**src/rtl/df_coeff_bank.sv**
```systemverilog
// Double-buffered coefficient bank for the direct-form I stage: writes land in a shadow
// bank and move to the active bank on a sample strobe. Optional readback: DF_COEFF_READBACK_EN.

module df_coeff_slot #(
  parameter int               W       = 16,
  parameter logic [W-1:0]     RST_VAL = '0
) (
  input  logic         clk,
  input  logic         rst_n,
  input  logic         load,
  input  logic [W-1:0] data,
  input  logic         swap,
  output logic [W-1:0] shadow,
  output logic [W-1:0] active
);
  always_ff @(posedge clk or negedge rst_n) begin
    if (!rst_n) begin
      shadow <= RST_VAL;
      active <= RST_VAL;
    end else begin
      if (load) shadow <= data;
      if (swap) active <= shadow;
    end
  end
endmodule

module df_coeff_bank #(
  parameter int N           = 3,
  parameter int COEFF_WIDTH = 16,
  parameter int Q           = 14,
  parameter int ADDR_WIDTH  = 2
) (
  input  logic                         clk,
  input  logic                         rst_n,
  input  logic                         wr_en,
  input  logic [ADDR_WIDTH-1:0]        wr_addr,
  input  logic [COEFF_WIDTH-1:0]       wr_data,
  output logic                         wr_ready,
  input  logic                         commit,
  input  logic                         abort,
  input  logic                         sample_strobe,
  output logic [COEFF_WIDTH*(N+1)-1:0] packed_coeffs,
  output logic                         pending,
  output logic                         commit_done,
  output logic                         addr_err,
  output logic [7:0]                   commit_count
`ifdef DF_COEFF_READBACK_EN
  ,
  input  logic [ADDR_WIDTH-1:0]        rd_addr,
  output logic [COEFF_WIDTH-1:0]       rd_data
`endif
);
  localparam logic [COEFF_WIDTH-1:0] UNITY = COEFF_WIDTH'(1) << Q;

  typedef enum logic [1:0] {IDLE, LOADING, PENDING} state_t;

  state_t state, state_next;
  logic   wr_try, addr_ok, wr_hit, err_set, swap;
  logic [N:0][COEFF_WIDTH-1:0] shadow, active;

  assign addr_ok = (32'(wr_addr) <= 32'(N));
  assign wr_try  = wr_en && wr_ready;
  assign wr_hit  = wr_try && addr_ok;
  assign err_set = wr_try && !addr_ok;

  always_comb begin
    state_next = state;
    swap       = 1'b0;
    case (state)
      IDLE: begin
        if (commit)      state_next = PENDING;
        else if (wr_hit) state_next = LOADING;
      end
      LOADING: begin
        if (commit) state_next = PENDING;
      end
      PENDING: begin
        // A strobe coinciding with abort still swaps.
        if (sample_strobe) begin
          swap       = 1'b1;
          state_next = IDLE;
        end else if (abort) begin
          state_next = LOADING;
        end
      end
      default: state_next = IDLE;
    endcase
  end

  always_ff @(posedge clk or negedge rst_n) begin
    if (!rst_n) begin
      state        <= IDLE;
      wr_ready     <= 1'b1;
      commit_done  <= 1'b0;
      addr_err     <= 1'b0;
      commit_count <= 8'd0;
    end else begin
      state       <= state_next;
      // Tracks state_next so wr_ready is a flop yet always equals (state != PENDING).
      wr_ready    <= (state_next != PENDING);
      commit_done <= swap;
      if (swap) begin
        commit_count <= commit_count + 8'd1;
        addr_err     <= 1'b0;
      end else if (err_set) begin
        addr_err <= 1'b1;
      end
    end
  end

  for (genvar t = 0; t <= N; t++) begin : g_slot
    localparam logic [COEFF_WIDTH-1:0] RV = (t == 0) ? UNITY : '0;
    df_coeff_slot #(.W(COEFF_WIDTH), .RST_VAL(RV)) u_slot (
      .clk    (clk),
      .rst_n  (rst_n),
      .load   (wr_hit && (wr_addr == ADDR_WIDTH'(t))),
      .data   (wr_data),
      .swap   (swap),
      .shadow (shadow[t]),
      .active (active[t])
    );
  end

  assign packed_coeffs = active;
  assign pending       = (state == PENDING);

`ifdef DF_COEFF_READBACK_EN
  logic [COEFF_WIDTH-1:0] rd_next;

  always_comb begin
    rd_next = '0;
    for (int t = 0; t <= N; t++)
      if (rd_addr == ADDR_WIDTH'(t)) rd_next = shadow[t];
  end

  always_ff @(posedge clk or negedge rst_n) begin
    if (!rst_n) rd_data <= '0;
    else        rd_data <= rd_next;
  end
`endif
endmodule

```
**config.mk**
```make
export PLATFORM = sky130hd
export DESIGN_NAME = df_coeff_bank
export DESIGN_NICKNAME = d
export VERILOG_FILES = /design/src/rtl/df_coeff_bank.sv
export SDC_FILE = /design/constraint.sdc
export NUM_CORES = 1
export LEC_CHECK = 0
export BUFFER_PORTS_ARGS = -buffer_cell sky130_fd_sc_hd__buf_4
export CAP_MARGIN = 30
export CORE_MARGIN = 8
export CORE_UTILIZATION = 55
export CTS_CLUSTER_SIZE = 20
export DETAILED_ROUTE_END_ITERATION = 6
export PLACE_DENSITY = 0.81
export RECOVER_POWER = 25
export SYNTH_ARGS = -nofsm -noshare
export SYNTH_HDL_FRONTEND = slang
export SYNTH_SLANG_ARGS = --single-unit
```
**constraint.sdc**
```tcl
create_clock -name clk -period 2.34 [get_ports clk]
set_clock_uncertainty 0.1 [all_clocks]
set_input_delay 0.117 -clock clk [delete_from_list [all_inputs] [get_ports clk]]
set_output_delay 0.117 -clock clk [all_outputs]
set_load 0.05 [all_outputs]
```
=== Word level (Yosys, flattened, before mapping) ===
Cells that the tools add are included.

* Bits in registers: 140
* Latch bits: 0
* Bits in writable memories: 0
* Bits in read-only memories: 0
* Input port bits: 24
* Output and inout port bits: 76
* Word-level logic and storage cells: 34
* Memories: 0

* Add/sub/neg operators: 1
* Multiply operators: 0
* Divide/modulo/power cells: 0
* $lt $le $gt $ge: 0
* Equal/unequal tests: 6
* Shift-type cells: 0
* Mux-type cells: 8
* Bitwise gates (word level): 0
* Reductions and logical operators: 7

{| class="wikitable"
|+ Operator list
! cell !! number
|-
| 2-to-1 mux 2 bit || 5
|-
| adder 8 x 1 -> 8 bit (second input constant) || 1
|-
| == test 2 bit (second input constant) || 3
|-
| case mux 2 bit (3 select lines) || 1
|-
| logical AND 1 bit || 5
|-
| == test 2 x 1 -> 1 bit (second input constant) || 2
|-
| zero test 2 bit || 2
|-
| 2-to-1 mux 1 bit || 2
|-
| inequality test 2 bit (second input constant) || 1
|}

=== Depth between registers and ports, before layout ===
* Depth in word-level cells: 5
* Mapped depth: 5
* Mapped depth without buffers: 4

=== Hierarchy ===
A second synthesis with hierarchy kept.

* Cell total of the unflattened synthesis: 321
* Area, all modules: 5,759.3 um2

{| class="wikitable"
|+ Modules (own cells, without submodules)
! module !! instances !! cells an instance !! area an instance (um2) !! seq. area each (um2)
|-
| df_coeff_slot at g_slot[1].u_slot ... || 3 || 68 || 1,298.7 || 800.8
|-
| df_coeff_slot at g_slot[0].u_slot || 1 || 68 || 1,301.2 || 803.3
|-
| df_coeff_bank || 1 || 49 || 561.8 || 301.5
|}

=== Worst setup path before layout ===
OpenSTA, ideal clock, no wires.

* Path kind: flip-flop to flip-flop
* From: reg wr_ready
* To: reg g_slot[0].u_slot.shadow[10]
* Setup time: 127 ps
* Arrival: 1,703 ps
* Required time: 2,113 ps
* Path slack: 409 ps
* Stages on the path, launching flop included: 6
* Buffers on the path: 2
* Clock period less this slack: 1,931 ps
* Cell sequence: dfstp_2 > buf_4 > nand2_2 > nor3_4 > buf_6 > mux2_1

* Word-level cells in the longest chain between the ends: 2

{| class="wikitable"
|+ RTL lines
! what !! line !! text
|-
| from (decl) || 38 || <nowiki>output logic wr_ready,</nowiki>
|-
| from (signal assigned) || 100 || <nowiki>wr_ready <= (state_next != PENDING);</nowiki>
|-
| logical AND 1 bit || 62 || <nowiki>assign wr_try = wr_en && wr_ready;</nowiki>
|-
| logical AND 1 bit || 116 || <nowiki>.load (wr_hit && (wr_addr == ADDR_WIDTH'(t))),</nowiki>
|-
| to (signal assigned) || 21 || <nowiki>if (load) shadow <= data;</nowiki>
|-
| to (decl) || 13 || <nowiki>output logic [W-1:0] shadow,</nowiki>
|}

Every way passes these cells.
A chain may end at the register's enable or synchronous reset.

=== Worst setup path in the final report ===
* From: reg state[1]
* To: reg state[0]

* Word-level cells in the longest chain between the ends: 2
* Elaborated cells between the ends (all ways): 4
* Those cells by class: 2 x eq/ne; 1 x mux; 1 x reduce/logical

{| class="wikitable"
|+ RTL lines
! what !! line !! text
|-
| from (decl) || 57 || <nowiki>state_t state, state_next;</nowiki>
|-
| from (signal assigned) || 98 || <nowiki>state <= state_next;</nowiki>
|-
| == test 2 bit, or another cell as far along || 69 || <nowiki>case (state)</nowiki>
|-
| case mux 2 bit (3 select lines) * || 69 ||
|-
| named net state_next[0] || 57 ||
|}

Mark *: on every way through the listed nets, which the timed path passes. The rest lies on a longest branch.

==> impl_metrics.xml <==
<?xml version="1.0" encoding="UTF-8"?>
<metrics>
  <group name="layout">
    <metric name="net_count_reported_at_finish" unit="">605</metric>
    <metric name="growth_of_design_area_from_synthesis_to_finish" unit="%">30.2</metric>
    <metric name="most_frequent_standard_cell_in_the_layout_excluding_fill_and_tap_cells" unit="">sky130_fd_sc_hd__nand2_1</metric>
    <metric name="seqCellArea" unit="um^2">3510</metric>
    <metric name="final_cell_mix" unit="">sky130_fd_sc_hd__nand2_1, sky130_fd_sc_hd__dfrtp_1, sky130_fd_sc_hd__buf_4</metric>
    <metric name="diodes_inserted" unit="">0</metric>
    <metric name="multi_input_gate_area_in_the_final_layout" unit="um^2">1800</metric>
    <metric name="layout-drive-gt1-share" unit="%">33.8</metric>
    <metric name="instances_no_fill" unit="">725</metric>
    <metric name="filler_cell_count" unit="">659</metric>
  </group>
  <group name="clock_network">
    <metric name="cts_num_sinks" unit="">140</metric>
    <metric name="cts_buffer_depth" unit="">2</metric>
    <metric name="cts_setup_buffers" unit="">0</metric>
    <metric name="clock_pin_slew_reported_for_the_worst_setup_and_hold_paths_after_clock_tree_synthesis" unit="ns">0.06</metric>
    <metric name="cts-buffers-inserted" unit="">17</metric>
    <metric name="clk-insertion-delay-late" unit="ns">0.52</metric>
    <metric name="cts_tree" unit="">yes</metric>
    <metric name="cts.htree.levels" unit="">4</metric>
    <metric name="cts-hold-fix-buffers" unit="">23</metric>
    <metric name="cts_resized" unit="">0</metric>
    <metric name="cts.root.buffer_cell" unit="">sky130_fd_sc_hd__clkbuf_8</metric>
  </group>
  <group name="die">
    <metric name="floorplan.die_area" unit="um^2">13300</metric>
    <metric name="initial_standard_cell_utilization_of_the_core" unit="%">56.3</metric>
    <metric name="die_w" unit="um">116</metric>
    <metric name="design.core.area" unit="um^2">9680</metric>
    <metric name="boundaryPins" unit="">100</metric>
    <metric name="num_rows" unit="">36</metric>
    <metric name="chipHeight" unit="um">116</metric>
  </group>
  <group name="place">
    <metric name="place_worst_setup_slack" unit="ns">0.637</metric>
    <metric name="placed_cells_incl_taps" unit="">671</metric>
    <metric name="gpl.final_weighted_congestion" unit="">0.772</metric>
    <metric name="io_buffer_count" unit="">98</metric>
    <metric name="hpwlAfterDp" unit="mm">8.17</metric>
  </group>
  <group name="synth">
    <metric name="synthesis.nets" unit="">478</metric>
    <metric name="netlist_instances" unit="">453</metric>
    <metric name="synthesized_cell_area" unit="um^2">5450</metric>
    <metric name="post_synth_num_cell_types" unit="">29</metric>
    <metric name="yosysWarnings" unit="">0</metric>
    <metric name="yosys_register_bits" unit="">140</metric>
    <metric name="syn_avg_cell_area" unit="um^2">12.0</metric>
    <metric name="synth-seq-area-share" unit="%">64.4</metric>
  </group>
  <group name="timing">
    <metric name="worst_pin_slew" unit="ns">1.58</metric>
    <metric name="rsz0062_at_grt" unit="">no</metric>
    <metric name="min_period" unit="ns">2.05</metric>
    <metric name="max_slew_margin" unit="%">-5.02</metric>
    <metric name="drv_slew" unit="">64</metric>
    <metric name="period_share" unit="%">87.6</metric>
    <metric name="setup_total_negative_slack" unit="ns">0</metric>
    <metric name="worst_slack" unit="ns">0.290</metric>
    <metric name="timing_hold_violations_final" unit="">0</metric>
    <metric name="setup_viol_count_final" unit="">0</metric>
    <metric name="fmax" unit="MHz">488</metric>
  </group>
  <group name="worst_setup_path">
    <metric name="path_cells" unit="">nor2b_1 &gt; nand3b_1 &gt; dlygate4sd3_1 &gt; o31ai_1 &gt; dlygate4sd3_1</metric>
    <metric name="count_of_cell_instances_traversed_by_the_critical_path" unit="">5</metric>
    <metric name="endpoint_kind" unit="">register</metric>
    <metric name="setup.worst_path.start_class" unit="">register</metric>
    <metric name="critical_path.reg2reg.endpoint" unit="">state[0]</metric>
    <metric name="worst_r2r_startpoint" unit="">state[1]</metric>
    <metric name="worstPathMaxFanout" unit="">4</metric>
    <metric name="cp.arrival" unit="ns">2.41</metric>
    <metric name="worstPathRequired" unit="ns">2.70</metric>
    <metric name="count_of_buffer_and_inverter_cells_on_the_critical_path" unit="">2</metric>
    <metric name="critPathMostFrequentCell" unit="">sky130_fd_sc_hd__dlygate4sd3_1</metric>
    <metric name="rr_worst_depth" unit="">5</metric>
    <metric name="timing.reg2reg.setup_slack" unit="ns">0.29</metric>
    <metric name="crit_slowest_cell" unit="">sky130_fd_sc_hd__dlygate4sd3_1</metric>
    <metric name="setup.worst_path.class" unit="">register to register</metric>
    <metric name="dominant_delay_contributor_by_cell_family_on_the_critical_path" unit="">buffers and inverters</metric>
    <metric name="cpPeakStageDelay" unit="ns">0.58</metric>
  </group>
  <group name="status">
    <metric name="status" unit="">finished, violations left</metric>
    <metric name="violations_in_the_final_reports" unit="">max-capacitance violations, max-slew violations</metric>
  </group>
  <group name="pwr">
    <metric name="power_switching_share" unit="%">39.7</metric>
    <metric name="power_frac_seq" unit="%">37.7</metric>
    <metric name="max-vdd-ir-drop" unit="mV">0.732</metric>
    <metric name="clock_network_fraction_of_total_power" unit="%">26.5</metric>
    <metric name="pwr-share-comb" unit="%">35.8</metric>
    <metric name="pwr_density_cell" unit="nW/um^2">1380</metric>
    <metric name="internal_power" unit="mW">5.90</metric>
    <metric name="leakage" unit="nW">3.68</metric>
    <metric name="power_dissipated_by_switching_net_loads" unit="mW">3.89</metric>
    <metric name="post-layout-total-power" unit="mW">9.79</metric>
  </group>
  <group name="global_route">
    <metric name="largest_net_degree_at_the_start_of_global_routing" unit="">65</metric>
    <metric name="global_route.overflow_total" unit="">0</metric>
    <metric name="antenna_found_initial" unit="">0</metric>
    <metric name="first_global_vias" unit="">3834</metric>
    <metric name="first_pass_grt_wire_length" unit="mm">20.0</metric>
    <metric name="groute.usage.overall" unit="%">19.5</metric>
  </group>
  <group name="routing">
    <metric name="vias" unit="">3683</metric>
    <metric name="wl_per_cell" unit="um">17.0</metric>
    <metric name="drt_drc_violations_left" unit="">0</metric>
    <metric name="drtPass1Iterations" unit="">4</metric>
    <metric name="ant_nets" unit="">0</metric>
    <metric name="drt-initial-drc-count" unit="">163</metric>
    <metric name="viasPerCell" unit="">5.08</metric>
    <metric name="wl" unit="mm">12.3</metric>
  </group>
  <group name="worst_hold_path">
    <metric name="worst_hold_path_type" unit="">primary input to register</metric>
    <metric name="hold_path_end" unit="">g_slot[0].u_slot.shadow[12]</metric>
    <metric name="worstHoldPathCells" unit="">4</metric>
    <metric name="worstHoldStart" unit="">wr_addr[1]</metric>
  </group>
  <group name="flow_run">
    <metric name="timing.max_cap.violations" unit="">1</metric>
  </group>
</metrics>
## stage by stage
step | area, um^2 | hold WS (ns) | util (%)
3_5_place_dp | 6300 | 0.0410 | 65.0
5_1_grt | 7090 | 0.136 | 73.2
3_3_place_gp | 6300 | 0.0279 | 65.0
6_report | 7090 | 0.129 | 73.2
2_1_floorplan | 5450 | -0.279 | -
4_1_cts | 7100 | 0.0736 | 73.3
## registers in the layout (all words and copies together) (netlist names)
| name | cells |
|---|---|
| commit_count | 8 |
| commit_done | 1 |
| g_slot.u_slot.shadow | 64 |
| g_slot.u_slot.active | 64 |
| wr_ready | 1 |
| state | 2 |
## synth_stat cells, drive strengths merged
cell type  instances  area (um^2)
nand2            197          742
dfrtp            137         3430
mux2              64          800
buf               15          108
clkbuf             6         22.5
nand4              5         46.3
xnor2              5         43.8
nor3               4         31.3
dfstp              3         78.8
inv                3         11.3
nand3b             2         15.0
nand4b             2         47.6
xor2               2         17.5
a21oi              1         5.00
and3               1         6.26
conb               1         3.75
ha                 1         12.5
mux2i              1         10.0
nand3              1         5.00
nor2b              1         6.26
o31ai              1         7.51
## worst max path at each step
stage	start	end	slack, ns
after floorplan	wr_ready	g_slot[0].u_slot.shadow[10]	0.41
after global placement	wr_ready	g_slot[0].u_slot.shadow[15]	0.68
after detailed placement	wr_ready	g_slot[0].u_slot.shadow[2]	0.64
after CTS	state[1]	state[0]	0.30
after global routing	state[1]	state[0]	0.22
final	state[1]	state[0]	0.29
## power groups by stage
stage | combinational [mW] | sequential (mW) | clock [mW]
global placement | 3.42 | 3.67 | 0
finish | 3.51 | 3.69 | 2.59
floorplan | 0.793 | 5.21 | 0
CTS | 3.55 | 3.68 | 2.61
detailed placement | 3.49 | 3.71 | 0
global route | 3.70 | 3.78 | 2.72
## worst min-delay path: cells and delay by family
| kind | cells | cell delay (ns) |
|---|---|---|
| multiplexers | 1 | 0.22 |
| buffers and inverters | 2 | 0.34 |
| AND/OR/NAND/NOR | 1 | 0.05 |
## cell type report
| cell class | count | share of cell area, % |
|---|---|---|
| tap | 133 | 2.35 |
| inverter | 3 | 0.159 |
| sequential | 140 | 49.4 |
| clock buffer | 20 | 6.42 |
| timing repair buffer | 129 | 14.6 |
| multi-input combinational | 289 | 25.4 |
| clock inverter | 11 | 1.66 |
## kinds of logic (layout without fill, tap and decap cells)
logic type               count (synthesis)  count (layout)  synth area share, %
AND/OR/NAND/NOR                        213             213                 16.5
flip-flops                             140             140                 64.4
multiplexers                            65              65                 14.9
buffers and inverters                   24             163                 2.60
XOR/XNOR                                 7               7                 1.13
AO/OA/AOI/OAI                            2               2                0.230
adder cells (fa/ha/maj)                  1               1                0.230
other                                    1               1               0.0688
## metal layers
metal	up-vias	part of all wire, %	GRT usage, %
met1	1866	43	23.6
met4	0	1.5	5.60
li1	1709	-	-
met3	16	5.1	6.83
met5	-	0	0
met2	92	50	32.4
(Power assumes the default switching activity.)
